==> src/rtl/alu_serial_if.sv <==
// alu_serial_if: request/result bundle for the bit-serial ALU.
// master drives the request side, slave returns status and flags.
interface alu_serial_if #(
    parameter int WIDTH = 8
);
    logic             start;
    logic [1:0]       mode;
    logic [WIDTH-1:0] a;
    logic [WIDTH-1:0] b;
    logic             cin;
    logic             busy;
    logic             done;
    logic [WIDTH-1:0] f;
    logic             cout;
    logic             n;
    logic             z;
    logic             lt;
    logic             eq;
    logic             gt;
    logic             ovf;

    modport master (
        output start, mode, a, b, cin,
        input  busy, done, f, cout, n, z, lt, eq, gt, ovf
    );

    modport slave (
        input  start, mode, a, b, cin,
        output busy, done, f, cout, n, z, lt, eq, gt, ovf
    );
endinterface

==> src/rtl/alu_serial.sv <==
// alu_serial: WIDTH-bit ALU through one 1-bit slice, LSB first.
// Optional signed overflow flag: define ALU_SERIAL_OVF_EN.
module alu_serial #(
    parameter int WIDTH = 8
) (
    input  logic         clk,
    input  logic         rst_n,
    alu_serial_if.slave  bus
);
    localparam int CW = (WIDTH > 2) ? $clog2(WIDTH) : 1;

    localparam logic [1:0] M_ADD = 2'b00;
    localparam logic [1:0] M_SUB = 2'b01;
    localparam logic [1:0] M_CMP = 2'b10;
    localparam logic [1:0] M_XOR = 2'b11;

    typedef enum logic [1:0] {
        S_IDLE,
        S_RUN,
        S_DONE
    } state_t;

    state_t           r_state;
    state_t           w_state_nxt;

    logic [WIDTH-1:0] r_a;
    logic [WIDTH-1:0] r_b;
    logic [1:0]       r_mode;
    logic             r_c;
    logic [CW-1:0]    r_cnt;
    logic [WIDTH-1:0] r_sh;
    logic             r_zacc;
    logic             r_ltacc;
    logic             r_gtacc;

    logic [WIDTH-1:0] r_f;
    logic             r_cout;
    logic             r_n;
    logic             r_z;
    logic             r_lt;
    logic             r_eq;
    logic             r_gt;

    logic             w_accept;
    logic             w_run;
    logic             w_last;
    logic             w_addsub;
    logic             w_cmp;
    logic             w_xor;
    logic             w_ai;
    logic             w_bi;
    logic             w_bp;
    logic             w_sum;
    logic             w_cn;
    logic             w_s;
    logic             w_diff;
    logic [WIDTH-1:0] w_sh_nxt;
    logic             w_z_nxt;
    logic             w_lt_nxt;
    logic             w_gt_nxt;
    logic             w_busy;
    logic             w_done;

    assign w_run    = (r_state == S_RUN);
    assign w_accept = bus.start && !w_run;
    assign w_last   = w_run && (r_cnt == CW'(WIDTH - 1));

    assign w_addsub = (r_mode == M_ADD) || (r_mode == M_SUB);
    assign w_cmp    = (r_mode == M_CMP);
    assign w_xor    = (r_mode == M_XOR);

    assign w_ai     = r_a[0];
    assign w_bi     = r_b[0];
    assign w_bp     = (r_mode == M_SUB) ? ~w_bi : w_bi;
    assign w_sum    = w_ai ^ w_bp ^ r_c;
    assign w_cn     = (w_ai & w_bp) | (w_ai & r_c) | (w_bp & r_c);
    assign w_diff   = w_ai ^ w_bi;

    // Result bit of the slice for the captured operation
    always_comb begin
        w_s = 1'b0;
        unique case (1'b1)
            w_addsub: w_s = w_sum;
            w_cmp:    w_s = ~w_diff;
            w_xor:    w_s = w_diff;
            default:  w_s = 1'b0;
        endcase
    end

    assign w_sh_nxt = {w_s, r_sh[WIDTH-1:1]};
    assign w_z_nxt  = r_zacc & ~w_s;
    assign w_gt_nxt = w_diff ? w_ai : r_gtacc;
    assign w_lt_nxt = w_diff ? w_bi : r_ltacc;

    // State register
    always_ff @(posedge clk or negedge rst_n) begin
        if (!rst_n) begin
            r_state <= S_IDLE;
        end else begin
            r_state <= w_state_nxt;
        end
    end

    // Next-state logic
    always_comb begin
        w_state_nxt = r_state;
        unique case (r_state)
            S_IDLE:  w_state_nxt = bus.start ? S_RUN : S_IDLE;
            S_RUN:   w_state_nxt = w_last ? S_DONE : S_RUN;
            S_DONE:  w_state_nxt = bus.start ? S_RUN : S_IDLE;
            default: w_state_nxt = S_IDLE;
        endcase
    end

    // Handshake outputs decoded from state
    always_comb begin
        w_busy = 1'b0;
        w_done = 1'b0;
        unique case (r_state)
            S_RUN:   w_busy = 1'b1;
            S_DONE:  w_done = 1'b1;
            default: ;
        endcase
    end

    // Operand capture and per-bit slice state
    always_ff @(posedge clk or negedge rst_n) begin
        if (!rst_n) begin
            r_a     <= '0;
            r_b     <= '0;
            r_mode  <= M_ADD;
            r_c     <= 1'b0;
            r_cnt   <= '0;
            r_sh    <= '0;
            r_zacc  <= 1'b0;
            r_ltacc <= 1'b0;
            r_gtacc <= 1'b0;
        end else if (w_accept) begin
            r_a     <= bus.a;
            r_b     <= bus.b;
            r_mode  <= bus.mode;
            r_c     <= bus.cin;
            r_cnt   <= '0;
            r_zacc  <= 1'b1;
            r_ltacc <= 1'b0;
            r_gtacc <= 1'b0;
        end else if (w_run) begin
            r_a     <= r_a >> 1;
            r_b     <= r_b >> 1;
            r_c     <= w_cn;
            r_cnt   <= r_cnt + CW'(1);
            r_sh    <= w_sh_nxt;
            r_zacc  <= w_z_nxt;
            r_ltacc <= w_lt_nxt;
            r_gtacc <= w_gt_nxt;
        end
    end

    // Result and flag registers, loaded on the final bit
    always_ff @(posedge clk or negedge rst_n) begin
        if (!rst_n) begin
            r_f    <= '0;
            r_cout <= 1'b0;
            r_n    <= 1'b0;
            r_z    <= 1'b0;
            r_lt   <= 1'b0;
            r_eq   <= 1'b0;
            r_gt   <= 1'b0;
        end else if (w_last) begin
            r_f    <= w_sh_nxt;
            r_cout <= w_addsub & w_cn;
            r_n    <= w_s;
            r_z    <= w_z_nxt;
            r_lt   <= w_cmp & w_lt_nxt;
            r_gt   <= w_cmp & w_gt_nxt;
            r_eq   <= w_cmp & ~w_lt_nxt & ~w_gt_nxt;
        end
    end

`ifdef ALU_SERIAL_OVF_EN
    logic r_ovf;

    // Signed overflow: carry into the MSB differs from carry out
    always_ff @(posedge clk or negedge rst_n) begin
        if (!rst_n) begin
            r_ovf <= 1'b0;
        end else if (w_last) begin
            r_ovf <= w_addsub & (r_c ^ w_cn);
        end
    end

    assign bus.ovf = r_ovf;
`else
    assign bus.ovf = 1'b0;
`endif

    assign bus.busy = w_busy;
    assign bus.done = w_done;
    assign bus.f    = r_f;
    assign bus.cout = r_cout;
    assign bus.n    = r_n;
    assign bus.z    = r_z;
    assign bus.lt   = r_lt;
    assign bus.eq   = r_eq;
    assign bus.gt   = r_gt;
endmodule

==> src/flat_wrapper.sv <==
// flat-port wrapper written by rule: the top's interface ports become plain ports
module alu_serial_flat 
#(
    parameter int WIDTH = 8
)
  (clk, rst_n, bus_start, bus_mode, bus_a, bus_b, bus_cin, bus_busy, bus_done, bus_f, bus_cout, bus_n, bus_z, bus_lt, bus_eq, bus_gt, bus_ovf);
  alu_serial_if #(.WIDTH(WIDTH)) bus_i ();
  input  logic clk;
  input  logic rst_n;
  input wire logic [$bits(bus_i.start)-1:0] bus_start;
  input wire logic [$bits(bus_i.mode)-1:0] bus_mode;
  input wire logic [$bits(bus_i.a)-1:0] bus_a;
  input wire logic [$bits(bus_i.b)-1:0] bus_b;
  input wire logic [$bits(bus_i.cin)-1:0] bus_cin;
  output wire logic [$bits(bus_i.busy)-1:0] bus_busy;
  output wire logic [$bits(bus_i.done)-1:0] bus_done;
  output wire logic [$bits(bus_i.f)-1:0] bus_f;
  output wire logic [$bits(bus_i.cout)-1:0] bus_cout;
  output wire logic [$bits(bus_i.n)-1:0] bus_n;
  output wire logic [$bits(bus_i.z)-1:0] bus_z;
  output wire logic [$bits(bus_i.lt)-1:0] bus_lt;
  output wire logic [$bits(bus_i.eq)-1:0] bus_eq;
  output wire logic [$bits(bus_i.gt)-1:0] bus_gt;
  output wire logic [$bits(bus_i.ovf)-1:0] bus_ovf;
  assign bus_i.start = bus_start;
  assign bus_i.mode = bus_mode;
  assign bus_i.a = bus_a;
  assign bus_i.b = bus_b;
  assign bus_i.cin = bus_cin;
  assign bus_busy = bus_i.busy;
  assign bus_done = bus_i.done;
  assign bus_f = bus_i.f;
  assign bus_cout = bus_i.cout;
  assign bus_n = bus_i.n;
  assign bus_z = bus_i.z;
  assign bus_lt = bus_i.lt;
  assign bus_eq = bus_i.eq;
  assign bus_gt = bus_i.gt;
  assign bus_ovf = bus_i.ovf;
  alu_serial #(.WIDTH(WIDTH)) u_core (.clk(clk), .rst_n(rst_n), .bus(bus_i));
endmodule
==> config.mk <==
export PLATFORM = sky130hd
export DESIGN_NAME = alu_serial_flat
export DESIGN_NICKNAME = d
export VERILOG_FILES = /design/src/rtl/alu_serial_if.sv /design/src/rtl/alu_serial.sv /design/src/flat_wrapper.sv
export SDC_FILE = /design/constraint.sdc
export NUM_CORES = 1
export LEC_CHECK = 0
export ABC_CLOCK_PERIOD_IN_PS = 2800
export BUFFER_PORTS_ARGS = -buffer_cell sky130_fd_sc_hd__buf_2
export CORE_MARGIN = 3
export CORE_UTILIZATION = 59
export CTS_CLUSTER_SIZE = 10
export DETAILED_ROUTE_END_ITERATION = 7
export PLACE_DENSITY_LB_ADDON = 0.3
export REMOVE_ABC_BUFFERS = 1
export SLEW_MARGIN = 25
export SYNTH_ARGS = -nofsm -noshare
export SYNTH_HDL_FRONTEND = slang
export SYNTH_SLANG_ARGS = --single-unit
==> constraint.sdc <==
create_clock -name clk -period 2.8 [get_ports clk]
set_input_delay 0.56 -clock clk [delete_from_list [all_inputs] [get_ports clk]]
set_output_delay 0.56 -clock clk [all_outputs]
set_load 0.01 [all_outputs]
Word-level counts from Yosys, hierarchy flattened
Index checks and enable logic that the tools add are counted.
{"block": "totals", "elab_cells": 76, "in_bits": 22, "ff_bits": 49, "output_inout_bits": 17}
{"block": "op_classes", "n_reduce_logical": 9, "eq_ne": 6, "addsub": 1, "n_mux": 23, "bitwise": 20}
{"operator": "8-bit two-way mux", "count": 4}
{"operator": "1-bit two-way mux", "count": 14}
{"operator": "1-bit bitwise AND", "count": 9}
{"operator": "2-bit equality test (second input constant)", "count": 3}
{"operator": "3-bit two-way mux", "count": 2}
{"operator": "1-bit inverter", "count": 6}
{"operator": "2-bit by 1-bit equality test with 1-bit output (second input constant)", "count": 2}
{"operator": "2-bit logical NOT", "count": 2}
{"operator": "2-bit case mux with 2 select lines", "count": 1}
{"operator": "3-bit by 1-bit adder with 3-bit output (second input constant)", "count": 1}
{"operator": "3-bit equality test (second input constant)", "count": 1}
{"operator": "1-bit case mux with 3 select lines", "count": 1}
{"operator": "1-bit XOR", "count": 3}
{"operator": "1-bit logical AND", "count": 2}
{"operator": "2-bit two-way mux", "count": 1}
{"operator": "1-bit bitwise OR", "count": 2}
{"operator": "2-bit AND reduction", "count": 1}
{"operator": "2-bit nonzero test", "count": 1}
{"operator": "2-bit OR reduction", "count": 1}
{"operator": "1-bit logical NOT", "count": 1}
{"operator": "1-bit logical OR", "count": 1}

Depth between registers and ports, before layout
{"block": "logic_depth", "ltp_word": 9, "depth_mapped": 6}

Worst setup path after synthesis
No wires, ideal clock.
{"block": "synth_timing", "kind": "register to register", "from": "register u_core.r_mode[1]", "to": "register u_core.r_sh[7]", "path_buffers": 0, "setup_time_ps": 75, "stages_incl_launch_ff": 6, "setup_slack_ps": 1192, "synth_period_minus_slack_ps": 1608, "t_arrival_ps": 1534, "path_cell_list": "dfrtp_1 nor2b_1 xnor2_1 fa_1 mux2_4 o21ai_2"}
{"block": "synth_via", "elab_chain_cells": 5, "elab_cells_between_ends": 9}
{"item": "from (decl)", "line": "alu_serial.sv:28", "rtl": "logic [1:0] r_mode;"}
{"item": "from (signal assigned)", "line": "alu_serial.sv:141", "rtl": "r_mode <= bus.mode;"}
{"item": "2-bit by 1-bit equality test with 1-bit output", "line": "alu_serial.sv:68, alu_serial.sv:74"}
{"item": "1-bit two-way mux", "line": "alu_serial.sv:74", "rtl": "assign w_bp = (r_mode == M_SUB) ? ~w_bi : w_bi;"}
{"item": "1-bit XOR (2 in series)", "line": "alu_serial.sv:75", "rtl": "assign w_sum = w_ai ^ w_bp ^ r_c;"}
{"item": "1-bit case mux with 3 select lines *", "line": "alu_serial.sv:82", "rtl": "unique case (1'b1)"}
{"item": "to (signal assigned)", "line": "alu_serial.sv:152", "rtl": "r_sh <= w_sh_nxt;"}
{"item": "to (decl)", "line": "alu_serial.sv:31", "rtl": "logic [WIDTH-1:0] r_sh;"}
Mark *: on every way between the ends. The rest lies on a longest branch, timed or not.
A chain may end at the register's enable or synchronous reset.

Worst setup path after layout
{"block": "layout_timing", "from": "register u_core.r_state[0]", "to": "output port bus_busy"}
{"block": "layout_via", "elab_chain_cells": 2}
{"item": "from (decl)", "line": "alu_serial.sv:23", "rtl": "state_t r_state;"}
{"item": "from (signal assigned)", "line": "alu_serial.sv:100", "rtl": "r_state <= w_state_nxt;"}
{"item": "2-bit by 1-bit equality test with 1-bit output", "line": "alu_serial.sv:119", "rtl": "unique case (r_state)"}
{"item": "1-bit two-way mux", "line": "alu_serial.sv:119"}
{"item": "to (decl)", "line": "flat_wrapper.sv:15", "rtl": "output wire logic [$bits(bus_i.busy)-1:0] bus_busy;"}
Every way passes these cells.

==> flow_summary.yaml <==
final_layout:
  antenna_cells: 0
  syn_to_final_growth_pct: 12.0
  post-route-util_pct: 69.4
  regArea_um2: 1180
  n_fill_cell: 262
  final_nets: 243
  multi_input_area_um2: 825
  drive_above_1_share_pct: 28.0
global_route:
  grt_max_degree: 48
  first_global_vias: 1460
  grt_pass1_wl_um: 6620
  gr-total-overflow: 0
  grt_util_all_layers_pct: 20.5
  antenna_found_initial: 0
clock_network:
  cts_sinks: 47
  clk_latency_ps: 370
  cts_root_buf: "clkbuf_4"
  cts_buffers: 5
  clk_pin_slew_ps: 140
  h-tree-depth: 2
  tritoncts: "yes"
  cts_max_path_buffers: 2
  holdBufCountCts: 0
  cts_resized: 0
  cts_setup_buffers: 0
floorplan:
  die_h_um: 65.7
  rows: 21
  core_area_um2: 3390
  start_util_pct: 61.9
  die_width_um: 65.7
  dieArea_um2: 4310
  pin_count: 39
logic_synthesis:
  yosysSeqAreaShare_pct: 56.0
  syn_area_per_cell_um2: 11.3
  synth_seq_cells: 47
  synth_area_um2: 2100
  yosysTopAreaCellShare_pct: 56.0
  synth_top_area_cell: "dfrtp_1"
  synth_cell_type_count: 33
  synthTopCellsByArea: "dfrtp_1 (56%), mux2i_1 (8.1%), nand2_1 (7.7%)"
  yosys_warnings: 0
  synth_cells: 185
power:
  p_comb_share_pct: 39.5
  switchingPower_w: 0.000960
  power_frac_seq_pct: 45.4
  p_int_w: 0.00164
  peakVddDrop_mv: 0.637
  powerDensity_nw_per_um2: 1110
  clockPowerShare_pct: 15.1
  leakagePower_nw: 1.21
  sw_frac_of_total_pct: 36.9
  power.total_w: 0.00260
timing:
  tightest_slew_ps: 573
  setup_tns_ps: 0
  rsz0062_at_grt: "no"
  finalSetupViolCount: 0
  relSlewSlack_pct: 61.8
  finalMaxSlewViolations: 0
  fmax_mhz: 495
  setup_slack_ps: 782
  period_share_pct: 72.1
  hold_viol_final: 0
  finalClockSkew_ps: 17.9
  hold-worst-slack_ps: 173
  layout_min_cycle_time_ps: 2020
route:
  drtIter0Drc: 69
  vias: 1416
  avgRoutedWirePerCell_um: 14.1
  ant_nets: 0
  dr.pass1.iters: 4
  drt_wl_total_um: 3720
  drc_errors: 0
  vias_per_cell: 5.36
place:
  dpl.hpwl_um: 2650
  io_buffers: 37
  gp_congestion: 0.841
  pre_cts_slack_ps: 998
run_status:
  status: "finished, final reports clean"
critical_path:
  start_kind: "register"
  critPathMaxFanout: 13
  required_ps: 2240
  critPathKind: "register to output pin"
  crit_path_end_kind: "output pin"
  cp_data_arrival_time_ps: 1460
job:
  maxCapViolCount: 0
min_path:
  hold_path_class: "input pin to asynchronous set/reset pin"
power groups by stage:
stage               sequential [W]  combinational [W]  clock [W]
finish                     0.00118            0.00103   0.000392
global placement           0.00117           0.000969          0
global route               0.00122            0.00117   0.000435
CTS                        0.00118            0.00104   0.000407
detailed placement         0.00120            0.00104          0
floorplan                  0.00119           0.000693          0
stage by stage:
stage          cells  area [um2]
2_1_floorplan    173        2020
3_3_place_gp     257        2270
3_5_place_dp     257        2270
4_1_cts          264        2350
5_1_grt          264        2350
6_report         264        2350
state kept, by name, summed over array words and instances (netlist names), 2 cells and up:
register        flops
u_core.bus.f        8
u_core.r_a          8
u_core.r_b          8
u_core.r_cnt        3
u_core.r_mode       2
u_core.r_sh         7
u_core.r_state      2
cell families after synthesis:
group,count (synthesis),synth area share (%)
AO/OA/AOI/OAI,30,9.18
multiplexers,28,14.2
buffers and inverters,18,4.71
adder cells (fa/ha/maj),5,3.16
other,1,0.179
flip-flops,47,56.0
AND/OR/NAND/NOR,53,10.6
XOR/XNOR,3,1.97
per-layer routing:
layer  vias to the layer above  routed length, um  global-route usage [%]
met4                         0                 12                    8.55
li1                        689                  -                       -
met2                        29               1960                    35.2
met5                         -                  0                       0
met1                       696               1560                    24.7
met3                         2                183                    4.44
cell type report:
type                       instances  share of cell area (%)
clock buffer                       5                    1.60
clock inverter                     2                    1.60
inverter                           6                   0.958
multi-input combinational        120                    35.1
sequential                        47                    50.0
tap                               46                    2.45
timing repair buffer              38                    8.30
cells in the mapped netlist:
master / n
buf_6: 1
o211a_1: 1
nand3b_1: 1
ha_1: 2
xnor2_1: 2
nor2b_1: 2
nand3_1: 1
nor3b_1: 1
o22ai_1: 1
xor3_1: 1
nand3b_2: 1
mux2_4: 1
inv_1: 6
fa_1: 1
o41ai_2: 1
nand2_1: 43
conb_1: 1
maj3_2: 1
o31ai_1: 1
dfrtp_1: 47
a22o_1: 4
mux2i_1: 17
maj3_1: 1
nand2b_1: 1
o21ai_1: 1
nor2_1: 3
a21oi_1: 3
o21ai_2: 2
clkbuf_1: 2
mux2_2: 10
buf_2: 4
o21ai_0: 16
buf_4: 5
placed cells by master (no fill, tap or decap), types with 2 or more instances in the layout:
cell and n:
o21ai_2 2, buf_4 2, clkbuf_4 5, xnor2_1 2, buf_2 36, a22o_1 4, nand2_1 43, mux2i_1 17
nor2_1 3, a21oi_1 3, o21ai_0 16, nor2b_1 2, mux2_2 10, dfrtp_1 47, inv_1 6, ha_1 2
worst paths after layout:
check	start	end	slack [ps]	depth (start not counted)
setup / recovery	u_core.r_state[0]$_DFF_PN0_	bus_busy	780	3
hold reg to reg	u_core.bus.eq$_DFFE_PN0P_	u_core.bus.eq$_DFFE_PN0P_	500	2
setup reg to reg	u_core.r_state[1]$_DFF_PN0_	u_core.r_cnt[0]$_DFFE_PN0P_	970	5
max in group asynchronous	rst_n	u_core.r_a[3]$_DFFE_PN0P_	2230	1
min in group clk	bus_mode[1]	u_core.r_mode[1]$_DFFE_PN0P_	430	2
hold / removal	rst_n	u_core.r_mode[0]$_DFFE_PN0P_	170	1
worst max-delay path, cell delays in order (launching register included):
cell      delay (ps)
dfrtp_1          450
nand2b_1         380
inv_1            110
buf_2            160
(Power assumes the default switching activity.)
